File: src/rtl/cib_scan_controller_if.sv
// Bus bundle between the 3x3 input-buffer scan controller and its memory, buffer and PE array.
// The master modport is the controller side.
interface cib_scan_controller_if #(
  parameter int unsigned DATA_W = 16,
  parameter int unsigned ADDR_W = 8,
  parameter int unsigned DIM_W  = 5
);
  logic              start;
  logic [2:0]        cfg_size;
  logic [DIM_W-1:0]  cfg_width;
  logic [DIM_W-1:0]  cfg_height;
  logic              cfg_stride2;
  logic              busy;
  logic              done;
  logic              mem_rd_en;
  logic [ADDR_W-1:0] mem_rd_addr;
  logic [DATA_W-1:0] mem_rd_data;
  logic [DATA_W-1:0] cib_in;
  logic [2:0]        CIB_Size;
  logic              CIB_Shift;
  logic              CIB_Zero_Input;
  logic              win_valid;
  logic [DIM_W-1:0]  win_row;
  logic [DIM_W-1:0]  win_col;
  logic              win_ready;

  modport master (
    input  start, cfg_size, cfg_width, cfg_height, cfg_stride2, mem_rd_data, win_ready,
    output busy, done, mem_rd_en, mem_rd_addr, cib_in, CIB_Size, CIB_Shift, CIB_Zero_Input,
           win_valid, win_row, win_col
  );

  modport slave (
    output start, cfg_size, cfg_width, cfg_height, cfg_stride2, mem_rd_data, win_ready,
    input  busy, done, mem_rd_en, mem_rd_addr, cib_in, CIB_Size, CIB_Shift, CIB_Zero_Input,
           win_valid, win_row, win_col
  );
endinterface

File: src/rtl/cib_scan_controller.sv
// Raster-scans one zero-padded feature-map channel through the 3x3 conv input buffer,
// fetching interior pixels, padding the border and handing complete windows to the PE array.
module cib_scan_controller #(
  parameter int unsigned ADDR_W = 8,
  parameter int unsigned DIM_W  = 5
) (
  input  logic                  CLK,
  input  logic                  RST,
  cib_scan_controller_if.master bus
);

  localparam int unsigned SIZE_W = 3;

  typedef enum logic [2:0] {IDLE, FETCH, SHIFT, WIN, DONE} state_t;

  state_t            state, state_d;
  logic [DIM_W-1:0]  r, c, r_d, c_d;
  logic [DIM_W-1:0]  w_q, h_q;
  logic              stride2_q;
  logic [SIZE_W-1:0] size_q;

  logic              row_end, last_pos, winhit, step;
  logic [DIM_W-1:0]  r_adv, c_adv;
  logic              interior_d, rd_en_d;
  logic [ADDR_W-1:0] addr_d;

  // Position bookkeeping on the current padded coordinate
  always_comb begin
    row_end  = (c == w_q + DIM_W'(1));
    last_pos = row_end && (r == h_q + DIM_W'(1));
    winhit   = (r >= DIM_W'(2)) && (c >= DIM_W'(2)) && (!stride2_q || (!r[0] && !c[0]));
    c_adv    = row_end ? '0 : c + DIM_W'(1);
    r_adv    = row_end ? r + DIM_W'(1) : r;
    step     = ((state == SHIFT) && !winhit) || ((state == WIN) && bus.win_ready);
  end

  always_ff @(posedge CLK) begin
    if (RST) begin
      state <= IDLE;
      r     <= '0;
      c     <= '0;
    end else begin
      state <= state_d;
      r     <= r_d;
      c     <= c_d;
    end
  end

  always_comb begin
    state_d = state;
    r_d     = r;
    c_d     = c;
    case (state)
      IDLE: begin
        if (bus.start) begin
          r_d     = '0;
          c_d     = '0;
          state_d = ((bus.cfg_width != '0) && (bus.cfg_height != '0)) ? FETCH : DONE;
        end
      end
      FETCH: state_d = SHIFT;
      SHIFT: if (winhit) state_d = WIN;
      WIN:   ;
      DONE:  state_d = IDLE;
      default: state_d = IDLE;
    endcase
    // Shared advance out of SHIFT (no window) and WIN (window accepted)
    if (step) begin
      if (last_pos) begin
        state_d = DONE;
        r_d     = '0;
        c_d     = '0;
      end else begin
        state_d = FETCH;
        r_d     = r_adv;
        c_d     = c_adv;
      end
    end
  end

  // Shadow configuration, captured only when a scan is launched
  always_ff @(posedge CLK) begin
    if (RST) begin
      w_q       <= '0;
      h_q       <= '0;
      stride2_q <= 1'b0;
      size_q    <= '0;
    end else if ((state == IDLE) && bus.start) begin
      w_q       <= bus.cfg_width;
      h_q       <= bus.cfg_height;
      stride2_q <= bus.cfg_stride2;
      size_q    <= bus.cfg_size;
    end
  end

  always_comb begin
    interior_d = (r_d != '0) && (r_d <= h_q) && (c_d != '0) && (c_d <= w_q);
    rd_en_d    = (state_d == FETCH) && interior_d;
    addr_d     = ADDR_W'(ADDR_W'(r_d - DIM_W'(1)) * ADDR_W'(w_q)) + ADDR_W'(c_d - DIM_W'(1));
  end

  // Outputs are registered from the next state so they line up with the state they describe
  always_ff @(posedge CLK) begin
    if (RST) begin
      bus.busy           <= 1'b0;
      bus.done           <= 1'b0;
      bus.mem_rd_en      <= 1'b0;
      bus.mem_rd_addr    <= '0;
      bus.CIB_Shift      <= 1'b0;
      bus.CIB_Zero_Input <= 1'b0;
      bus.win_valid      <= 1'b0;
      bus.win_row        <= '0;
      bus.win_col        <= '0;
    end else begin
      bus.busy           <= (state_d == FETCH) || (state_d == SHIFT) || (state_d == WIN);
      bus.done           <= (state_d == DONE);
      bus.mem_rd_en      <= rd_en_d;
      if (rd_en_d) bus.mem_rd_addr <= addr_d;
      bus.CIB_Shift      <= (state_d == SHIFT);
      bus.CIB_Zero_Input <= (state_d == SHIFT) && !interior_d;
      bus.win_valid      <= (state_d == WIN);
      bus.win_row        <= (state_d == WIN) ? r_d - DIM_W'(2) : '0;
      bus.win_col        <= (state_d == WIN) ? c_d - DIM_W'(2) : '0;
    end
  end

  assign bus.CIB_Size = size_q;
  assign bus.cib_in   = bus.mem_rd_data;

endmodule

File: src/flat_wrapper.sv
// flat-port wrapper written by rule: the top's interface ports become plain ports
module cib_scan_controller_flat 
#(
  parameter int unsigned ADDR_W = 8,
  parameter int unsigned DIM_W  = 5
)
  (CLK, RST, bus_start, bus_cfg_size, bus_cfg_width, bus_cfg_height, bus_cfg_stride2, bus_mem_rd_data, bus_win_ready, bus_busy, bus_done, bus_mem_rd_en, bus_mem_rd_addr, bus_cib_in, bus_CIB_Size, bus_CIB_Shift, bus_CIB_Zero_Input, bus_win_valid, bus_win_row, bus_win_col);
  cib_scan_controller_if #(.DATA_W((16)), .ADDR_W(ADDR_W), .DIM_W(DIM_W)) bus_i ();
  input  logic CLK;
  input  logic RST;
  input wire logic [$bits(bus_i.start)-1:0] bus_start;
  input wire logic [$bits(bus_i.cfg_size)-1:0] bus_cfg_size;
  input wire logic [$bits(bus_i.cfg_width)-1:0] bus_cfg_width;
  input wire logic [$bits(bus_i.cfg_height)-1:0] bus_cfg_height;
  input wire logic [$bits(bus_i.cfg_stride2)-1:0] bus_cfg_stride2;
  input wire logic [$bits(bus_i.mem_rd_data)-1:0] bus_mem_rd_data;
  input wire logic [$bits(bus_i.win_ready)-1:0] bus_win_ready;
  output wire logic [$bits(bus_i.busy)-1:0] bus_busy;
  output wire logic [$bits(bus_i.done)-1:0] bus_done;
  output wire logic [$bits(bus_i.mem_rd_en)-1:0] bus_mem_rd_en;
  output wire logic [$bits(bus_i.mem_rd_addr)-1:0] bus_mem_rd_addr;
  output wire logic [$bits(bus_i.cib_in)-1:0] bus_cib_in;
  output wire logic [$bits(bus_i.CIB_Size)-1:0] bus_CIB_Size;
  output wire logic [$bits(bus_i.CIB_Shift)-1:0] bus_CIB_Shift;
  output wire logic [$bits(bus_i.CIB_Zero_Input)-1:0] bus_CIB_Zero_Input;
  output wire logic [$bits(bus_i.win_valid)-1:0] bus_win_valid;
  output wire logic [$bits(bus_i.win_row)-1:0] bus_win_row;
  output wire logic [$bits(bus_i.win_col)-1:0] bus_win_col;
  assign bus_i.start = bus_start;
  assign bus_i.cfg_size = bus_cfg_size;
  assign bus_i.cfg_width = bus_cfg_width;
  assign bus_i.cfg_height = bus_cfg_height;
  assign bus_i.cfg_stride2 = bus_cfg_stride2;
  assign bus_i.mem_rd_data = bus_mem_rd_data;
  assign bus_i.win_ready = bus_win_ready;
  assign bus_busy = bus_i.busy;
  assign bus_done = bus_i.done;
  assign bus_mem_rd_en = bus_i.mem_rd_en;
  assign bus_mem_rd_addr = bus_i.mem_rd_addr;
  assign bus_cib_in = bus_i.cib_in;
  assign bus_CIB_Size = bus_i.CIB_Size;
  assign bus_CIB_Shift = bus_i.CIB_Shift;
  assign bus_CIB_Zero_Input = bus_i.CIB_Zero_Input;
  assign bus_win_valid = bus_i.win_valid;
  assign bus_win_row = bus_i.win_row;
  assign bus_win_col = bus_i.win_col;
  cib_scan_controller #(.ADDR_W(ADDR_W), .DIM_W(DIM_W)) u_core (.CLK(CLK), .RST(RST), .bus(bus_i));
endmodule
File: config.mk
export PLATFORM = sky130hd
export DESIGN_NAME = cib_scan_controller_flat
export DESIGN_NICKNAME = d
export VERILOG_FILES = /design/src/rtl/cib_scan_controller_if.sv /design/src/rtl/cib_scan_controller.sv /design/src/flat_wrapper.sv
export SDC_FILE = /design/constraint.sdc
export NUM_CORES = 1
export LEC_CHECK = 0
export CORE_MARGIN = 2
export CORE_UTILIZATION = 57
export CTS_CLUSTER_SIZE = 28
export DETAILED_ROUTE_END_ITERATION = 10
export MAX_ROUTING_LAYER = met4
export PLACE_DENSITY = 0.87
export SYNTH_ARGS = -nofsm -noshare
export SYNTH_HDL_FRONTEND = slang
export SYNTH_SLANG_ARGS = --single-unit
File: constraint.sdc
create_clock -name CLK -period 18.8 [get_ports CLK]
set_input_delay 3.76 -clock CLK [delete_from_list [all_inputs] [get_ports CLK]]
set_output_delay 3.76 -clock CLK [all_outputs]
set_load 0.1 [all_outputs]
=== Word level (Yosys, flattened, before mapping) ===
Index checks and enable logic that the tools add are counted.

* Register bits after elaboration: 51
* Bits in latches: 0
* Bits in writable memories: 0
* Bits in read-only memories: 0
* Input bits: 34
* Output and inout bits: 43
* Logic and storage cells: 84
* Memories: 0

* Add/sub/neg operators: 9
* Multiply operators: 1
* Divide/modulo/power cells: 0
* $lt $le $gt $ge: 4
* Eq/ne operators: 9
* Shift operators: 0
* Multiplexer cells: 16
* Bitwise operators: 1
* Reduce and logical (&&, ||, !) cells: 28

{| class="wikitable"
|+ Operators by type and width
! cell !! count
|-
| $mux W5 || 10
|-
| $add A5 B1 Y5 const B || 4
|-
| $reduce_bool A5 Y1 || 4
|-
| $mux W3 || 5
|-
| $logic_and A1 B1 Y1 || 13
|-
| $eq A3 B2 Y1 const B || 4
|-
| $pmux W3 S4 || 1
|-
| $sub A5 B1 Y6 const B || 2
|-
| $eq A5 B5 Y1 || 2
|-
| $ge A5 B2 Y1 const B || 2
|-
| $le A5 B5 Y1 || 2
|-
| $sub A5 B2 Y5 const B || 2
|-
| $add A8 B8 Y8 || 1
|-
| $mul A8 B5 Y8 || 1
|-
| $eq A3 B1 Y1 const B || 2
|-
| $logic_not A1 Y1 || 5
|-
| $logic_or A1 B1 Y1 || 4
|-
| $eq A3 B3 Y1 const B || 1
|-
| $logic_not A3 Y1 || 1
|-
| $reduce_or A2 Y1 || 1
|-
| $not A1 Y1 || 1
|}

=== Logic depth before layout (Yosys ltp) ===
* Depth after elaboration: 14
* Gate-level depth with buffers: 27
* Depth with buffers taken out: 26

=== Least setup slack after synthesis ===
Ideal clock, no wire load.

* Path type: input to register
* From: input port bus_start
* To: register u_core.bus.mem_rd_addr[7]
* Library setup time: 91 ps
* Arrival time: 8809 ps
* Required time: 18709 ps
* Path slack: 9900 ps
* Stages on the path: 21
* Buffers on the path: 1
* Path through: nor4b_2 > o41ai_2 > a211oi_1 > or2_2 > clkbuf_1 > ha_1 > inv_1 > o31ai_1 > and2_1 > nand2_1 > fa_1 > fa_1 > fa_1 > inv_1 > ha_1 > a21oi_1 > o21ai_0 > xnor2_1 > nand4_1 > a21o_1 > a311oi_1

* Longest elaborated chain between the ends: 8
* Elaborated cells on any way between the ends: 22
* Classes of those cells: add/sub (3); mul (1); order compare (2); eq/ne (1); mux (9); reduce/logical (6)

{| class="wikitable"
|+ RTL lines
! item !! line !! source
|-
| start: declaration || flat_wrapper.sv:11 || <nowiki>input wire logic [$bits(bus_i.start)-1:0] bus_start;</nowiki>
|-
| branches (longest 8 deep; another with $mul A8 B5 Y8) || - ||
|-
| end signal: assignment || cib_scan_controller.sv:118 || <nowiki>if (rd_en_d) bus.mem_rd_addr <= addr_d;</nowiki>
|-
| end: declaration || cib_scan_controller_if.sv:29 || <nowiki>output busy, done, mem_rd_en, mem_rd_addr, cib_in, CIB_Size, CIB_Shift, CIB_Zero_Input,</nowiki>
|}

Parallel ways; which one is timed is not known.
A chain may end at the register's enable or synchronous reset.

=== Final worst setup path ===
* From: input port bus_start
* To: register u_core.bus.mem_rd_addr[7]

* Elaborated cells on any way between the ends: 22
* Classes of those cells: add/sub (3); mul (1); order compare (2); eq/ne (1); mux (9); reduce/logical (6)

{| class="wikitable"
|+ RTL lines
! item !! line !! source
|-
| $mux W5 * || cib_scan_controller.sv:55 || <nowiki>if (bus.start) begin</nowiki>
|-
| $mux W5 * || cib_scan_controller.sv:53 || <nowiki>case (state)</nowiki>
|-
| $mux W5 * || cib_scan_controller.sv:68 || <nowiki>if (step) begin</nowiki>
|-
| named net u_core.c_d[2] || cib_scan_controller.sv:17 || <nowiki>logic [DIM_W-1:0] r, c, r_d, c_d;</nowiki>
|-
| branches (longest 4 deep; another with $add A8 B8 Y8) || - ||
|}

Mark *: on every way through the listed nets, which the timed path passes.

==> results.py <==
metrics = {
    "grt": {
        "antenna_found_initial": 0,
        "grt_pass1_vias": 3207,
        "grt_max_degree": 40,
        "grt_pass1_wl_um": 14700,
        "gr-total-overflow": 0,
        "grt_usage_pct": 25.5,
    },
    "power": {
        "share_seq_of_total_power_pct": 22.2,
        "netSwitchingFraction_pct": 48.9,
        "power_report.internal_total_uw": 313,
        "combinationalPowerShare_pct": 66.5,
        "power.switching_uw": 299,
        "share_clk_of_total_power_pct": 11.3,
        "p_leak_uw": 0.00180,
        "irDropWorstVdd_mv": 0.105,
        "power_per_cell_area_nw_per_um2": 142,
    },
    "yosys": {
        "synth_simple_gate_area_share_pct": 21.3,
        "synth-compound-area-share_pct": 14.2,
        "asyncSetResetFlopFracSynth_pct": 0,
        "postSynth.topFlopCell": "sky130_fd_sc_hd__dfxtp_1",
        "synth_seq_area_share_pct": 26.4,
        "muxShareOfSynthArea_pct": 1.55,
        "synth_top_family_by_area": "simple AND/OR/NAND/NOR gates",
        "ys.warnings.count": 0,
        "synth_edf_count": 0,
        "ys_seq_elements": 51,
        "post_synth_inst_count": 453,
        "synthesis.area_per_instance_um2": 8.53,
        "yosys.area_share.xor_xnor_pct": 7.38,
        "mappedNetlistArea_um2": 3870,
        "synth_adder_area_share_pct": 19.8,
        "netlist-cell-type-count": 66,
        "syn-num-nets": 538,
    },
    "clocking": {
        "tritoncts": "built",
        "holdBufCountCts": 0,
        "post_cts_buffers": 0,
        "clkLatencyLatePin_ns": 0.32,
        "tritoncts.num_buffers": 5,
        "clock_pin_transition_on_the_worst_setup_and_hold_timing_paths_ns": 0.11,
        "clock_path_buffers": 2,
        "h-tree-depth": 2,
        "cts-resized-gates": 0,
        "clockRootBuffer": "sky130_fd_sc_hd__clkbuf_8",
        "clock_sinks": 51,
    },
    "floorplan": {
        "placeableCoreArea_um2": 6680,
        "floorplan.die.width_um": 86.4,
        "overall_die_height_um": 86.4,
        "total_die_area_um2": 7460,
        "io_pins": 77,
        "placement_rows": 30,
        "floorplan.initialDensity_pct": 57.9,
    },
    "placement": {
        "numPortBuffers": 44,
        "hpwlAfterDp_um": 6670,
        "finalWeightedCongestion": 1.00,
    },
    "cells_and_area": {
        "final_layout_size_suffix_gt1_share_pct": 6.51,
        "final.fill_count": 556,
        "num_antenna_cells": 0,
        "num-nets-final": 560,
        "syn2layout_area_growth_pct": 11.8,
    },
    "hold_path": {
        "hold_path_class": "flip-flop to flip-flop",
    },
    "run_status": {
        "run_status": "finished, final reports clean",
    },
    "critical_path": {
        "worst_setup_path_start_kind": "primary input",
        "crit_fanout": 16,
        "rrSetupSlack_ns": 12.01,
        "required_time_of_the_critical_path_ns": 19.03,
        "worstReg2RegStart": "u_core.w_q[0]",
        "setup.worst_path.class": "primary input to flip-flop",
        "crit_end": "u_core.bus.mem_rd_addr[7]",
        "critical_path.endpoint_type": "flip-flop",
        "worst_setup_path_startpoint": "bus_start",
        "worst_ep_arrival_time_ns": 9.99,
        "reg2regPathDepth": 23,
        "reg2reg_to": "u_core.bus.mem_rd_addr[7]",
    },
    "timing": {
        "setup_viol": 0,
        "max_freq_mhz": 102,
        "period_needed_ns": 9.77,
        "slew_headroom_pct": 30.4,
        "timing.setup.tns_ns": 0,
        "finalCritPeriodShare_pct": 52.0,
        "worst_pin_slew_ns": 1.03,
        "hold_slack_ns": 0.463,
        "final_hold_viol_count": 0,
        "finalMaxSlewViolations": 0,
        "grt_setup_unrepaired": "no",
        "fin_skew_ns": 0.0106,
    },
    "routing": {
        "detailed_route_wire_length_um": 8750,
        "detailedRoute.firstPassIterationCount": 7,
        "routed_wire_length_per_instance_um": 15.7,
        "route.detailed.vias_per_inst": 5.82,
        "drt.antenna.violating_nets": 0,
        "post-route-drc-count": 0,
        "detailedRoute.firstIterationViolations": 251,
        "dr_total_vias": 3237,
    },
    "job": {
        "max_cap_viol_count": 0,
    },
}
==> metrics by stage <==
stage	instance area [um2]	setup WS [ns]	utilization, %	std cells	total power (uW)
6_report	4320	9.03	64.7	556	612
5_1_grt	4320	8.78	64.7	556	664
4_1_cts	4320	9.12	64.7	556	618
3_5_place_dp	4230	8.78	63.2	548	544
3_3_place_gp	4230	9.09	63.2	548	530
2_1_floorplan	3870	9.90	-	453	473
==> cells by family (layout without fill, tap and decap cells) <==
group                    Yosys count  count (layout)
multiplexers                       6               6
buffers and inverters             75              98
XOR/XNOR                          31              31
AO/OA/AOI/OAI                     75              75
AND/OR/NAND/NOR                  164             164
flip-flops                        51              51
adder cells (fa/ha/maj)           51              51
==> metal layers <==
layer | vias to the layer above | wire [um] | track usage (%)
li1 | 1547 | - | -
met1 | 1506 | 3680 | 31.9
met2 | 152 | 4170 | 42.0
met3 | 32 | 623 | 4.57
met4 | 0 | 266 | 8.52
met5 | - | 0 | -
==> Yosys cell counts, types with 3 or more instances <==
library cell,n,share of area [%]
sky130_fd_sc_hd__nand2_1,52,5.0
sky130_fd_sc_hd__dfxtp_1,51,26
sky130_fd_sc_hd__nor2_1,42,4.1
sky130_fd_sc_hd__inv_1,41,4.0
sky130_fd_sc_hd__ha_1,34,11
sky130_fd_sc_hd__a21oi_1,26,3.4
sky130_fd_sc_hd__xnor2_1,24,5.4
sky130_fd_sc_hd__fa_1,17,8.8
sky130_fd_sc_hd__buf_4,16,3.1
sky130_fd_sc_hd__and2_1,14,2.3
sky130_fd_sc_hd__nand3_1,13,1.7
sky130_fd_sc_hd__o21a_1,11,2.1
sky130_fd_sc_hd__clkbuf_1,9,0.87
sky130_fd_sc_hd__nor2b_1,9,1.5
sky130_fd_sc_hd__mux2i_1,6,1.6
sky130_fd_sc_hd__xor2_1,6,1.4
sky130_fd_sc_hd__nand4_1,5,0.81
sky130_fd_sc_hd__buf_2,4,0.52
sky130_fd_sc_hd__nor3_1,4,0.52
sky130_fd_sc_hd__o22ai_1,4,0.65
sky130_fd_sc_hd__or4_1,4,0.78
sky130_fd_sc_hd__a211oi_1,3,0.58
sky130_fd_sc_hd__a21o_1,3,0.58
sky130_fd_sc_hd__inv_2,3,0.29
sky130_fd_sc_hd__nand2b_1,3,0.49
sky130_fd_sc_hd__o21ai_0,3,0.39
==> cells in the final DEF, fill, tap and decap left out, drive strengths merged, types with 3 or more instances in the layout <==
master          n
inv            46
fa             17
xnor2          24
nand2b          3
ha             34
nor2b           9
nand4           5
dfxtp          51
a31oi           3
xor2            6
o21a           11
a211oi          4
clkbuf          5
nor2           43
nand2          53
nor3            4
nand3          13
or4             6
o22ai           4
a21o            3
and2           14
mux2i           6
o21ai           6
clkdlybuf4s50  44
a21oi          26
==> registers in the layout, summed over array words and instances, names as in the netlist <==
name / count
u_core.bus.mem_rd_addr: 8
u_core.stride2_q: 1
u_core.c: 5
u_core.bus.win_row: 5
u_core.w_q: 5
u_core.bus.busy: 1
u_core.bus.mem_rd_en: 1
u_core.bus.win_col: 5
u_core.bus.win_valid: 1
u_core.h_q: 5
u_core.bus.CIB_Shift: 1
u_core.r: 5
u_core.bus.done: 1
u_core.bus.CIB_Zero_Input: 1
u_core.bus.CIB_Size: 3
u_core.state: 3
==> worst min path at each step <==
| stage | from | to | slack [ns] | cells past startpoint |
|---|---|---|---|---|
| 2_1_floorplan | u_core.stride2_q | u_core.stride2_q | 0.43 | 2 |
| 3_3_place_gp | u_core.bus.CIB_Size[2] | u_core.bus.CIB_Size[2] | 0.44 | 2 |
| 5_1_grt | u_core.bus.CIB_Size[0] | u_core.bus.CIB_Size[0] | 0.48 | 2 |
| 3_5_place_dp | u_core.stride2_q | u_core.stride2_q | 0.45 | 2 |
| 6_report | u_core.stride2_q | u_core.stride2_q | 0.46 | 2 |
| 4_1_cts | u_core.stride2_q | u_core.stride2_q | 0.47 | 2 |
==> worst max-delay path, cell delays in order <==
cell                              delay, ns
sky130_fd_sc_hd__clkdlybuf4s50_1       0.42
sky130_fd_sc_hd__nor4b_2               0.16
sky130_fd_sc_hd__buf_4                 0.20
sky130_fd_sc_hd__o41ai_2               0.72
sky130_fd_sc_hd__inv_1                 0.21
sky130_fd_sc_hd__a31oi_2               0.43
sky130_fd_sc_hd__inv_1                 0.14
sky130_fd_sc_hd__ha_1                  0.21
sky130_fd_sc_hd__inv_1                 0.05
sky130_fd_sc_hd__o21ai_0               0.12
sky130_fd_sc_hd__or3_1                 0.45
sky130_fd_sc_hd__fa_1                  0.58
sky130_fd_sc_hd__fa_1                  0.46
sky130_fd_sc_hd__fa_1                  0.55
sky130_fd_sc_hd__inv_1                 0.04
sky130_fd_sc_hd__ha_1                  0.33
sky130_fd_sc_hd__a21oi_1               0.15
sky130_fd_sc_hd__o21ai_0               0.13
sky130_fd_sc_hd__xnor2_1               0.24
sky130_fd_sc_hd__nand4_1               0.14
sky130_fd_sc_hd__a21o_1                0.21
sky130_fd_sc_hd__a311oi_1              0.25
==> power groups by stage <==
stage               registers (uW)  logic [uW]  clock network (uW)
global placement               138         392                   0
finish                         136         407                69.4
CTS                            136         410                71.9
floorplan                      186         288                   0
detailed placement             138         405                   0
global route                   138         450                76.3
==> layout make-up <==
type                            count  area [um2]  area share, %
Multi-Input combinational cell    327        2480           57.5
Sequential cell                    51        1020           23.6
Timing Repair Buffer               46         455           10.5
Inverter                           44         165           3.82
Tap cell                           80         100           2.32
Clock buffer                        5        68.8           1.59
Clock inverter                      3        27.5          0.637
(Power assumes the default switching activity.)
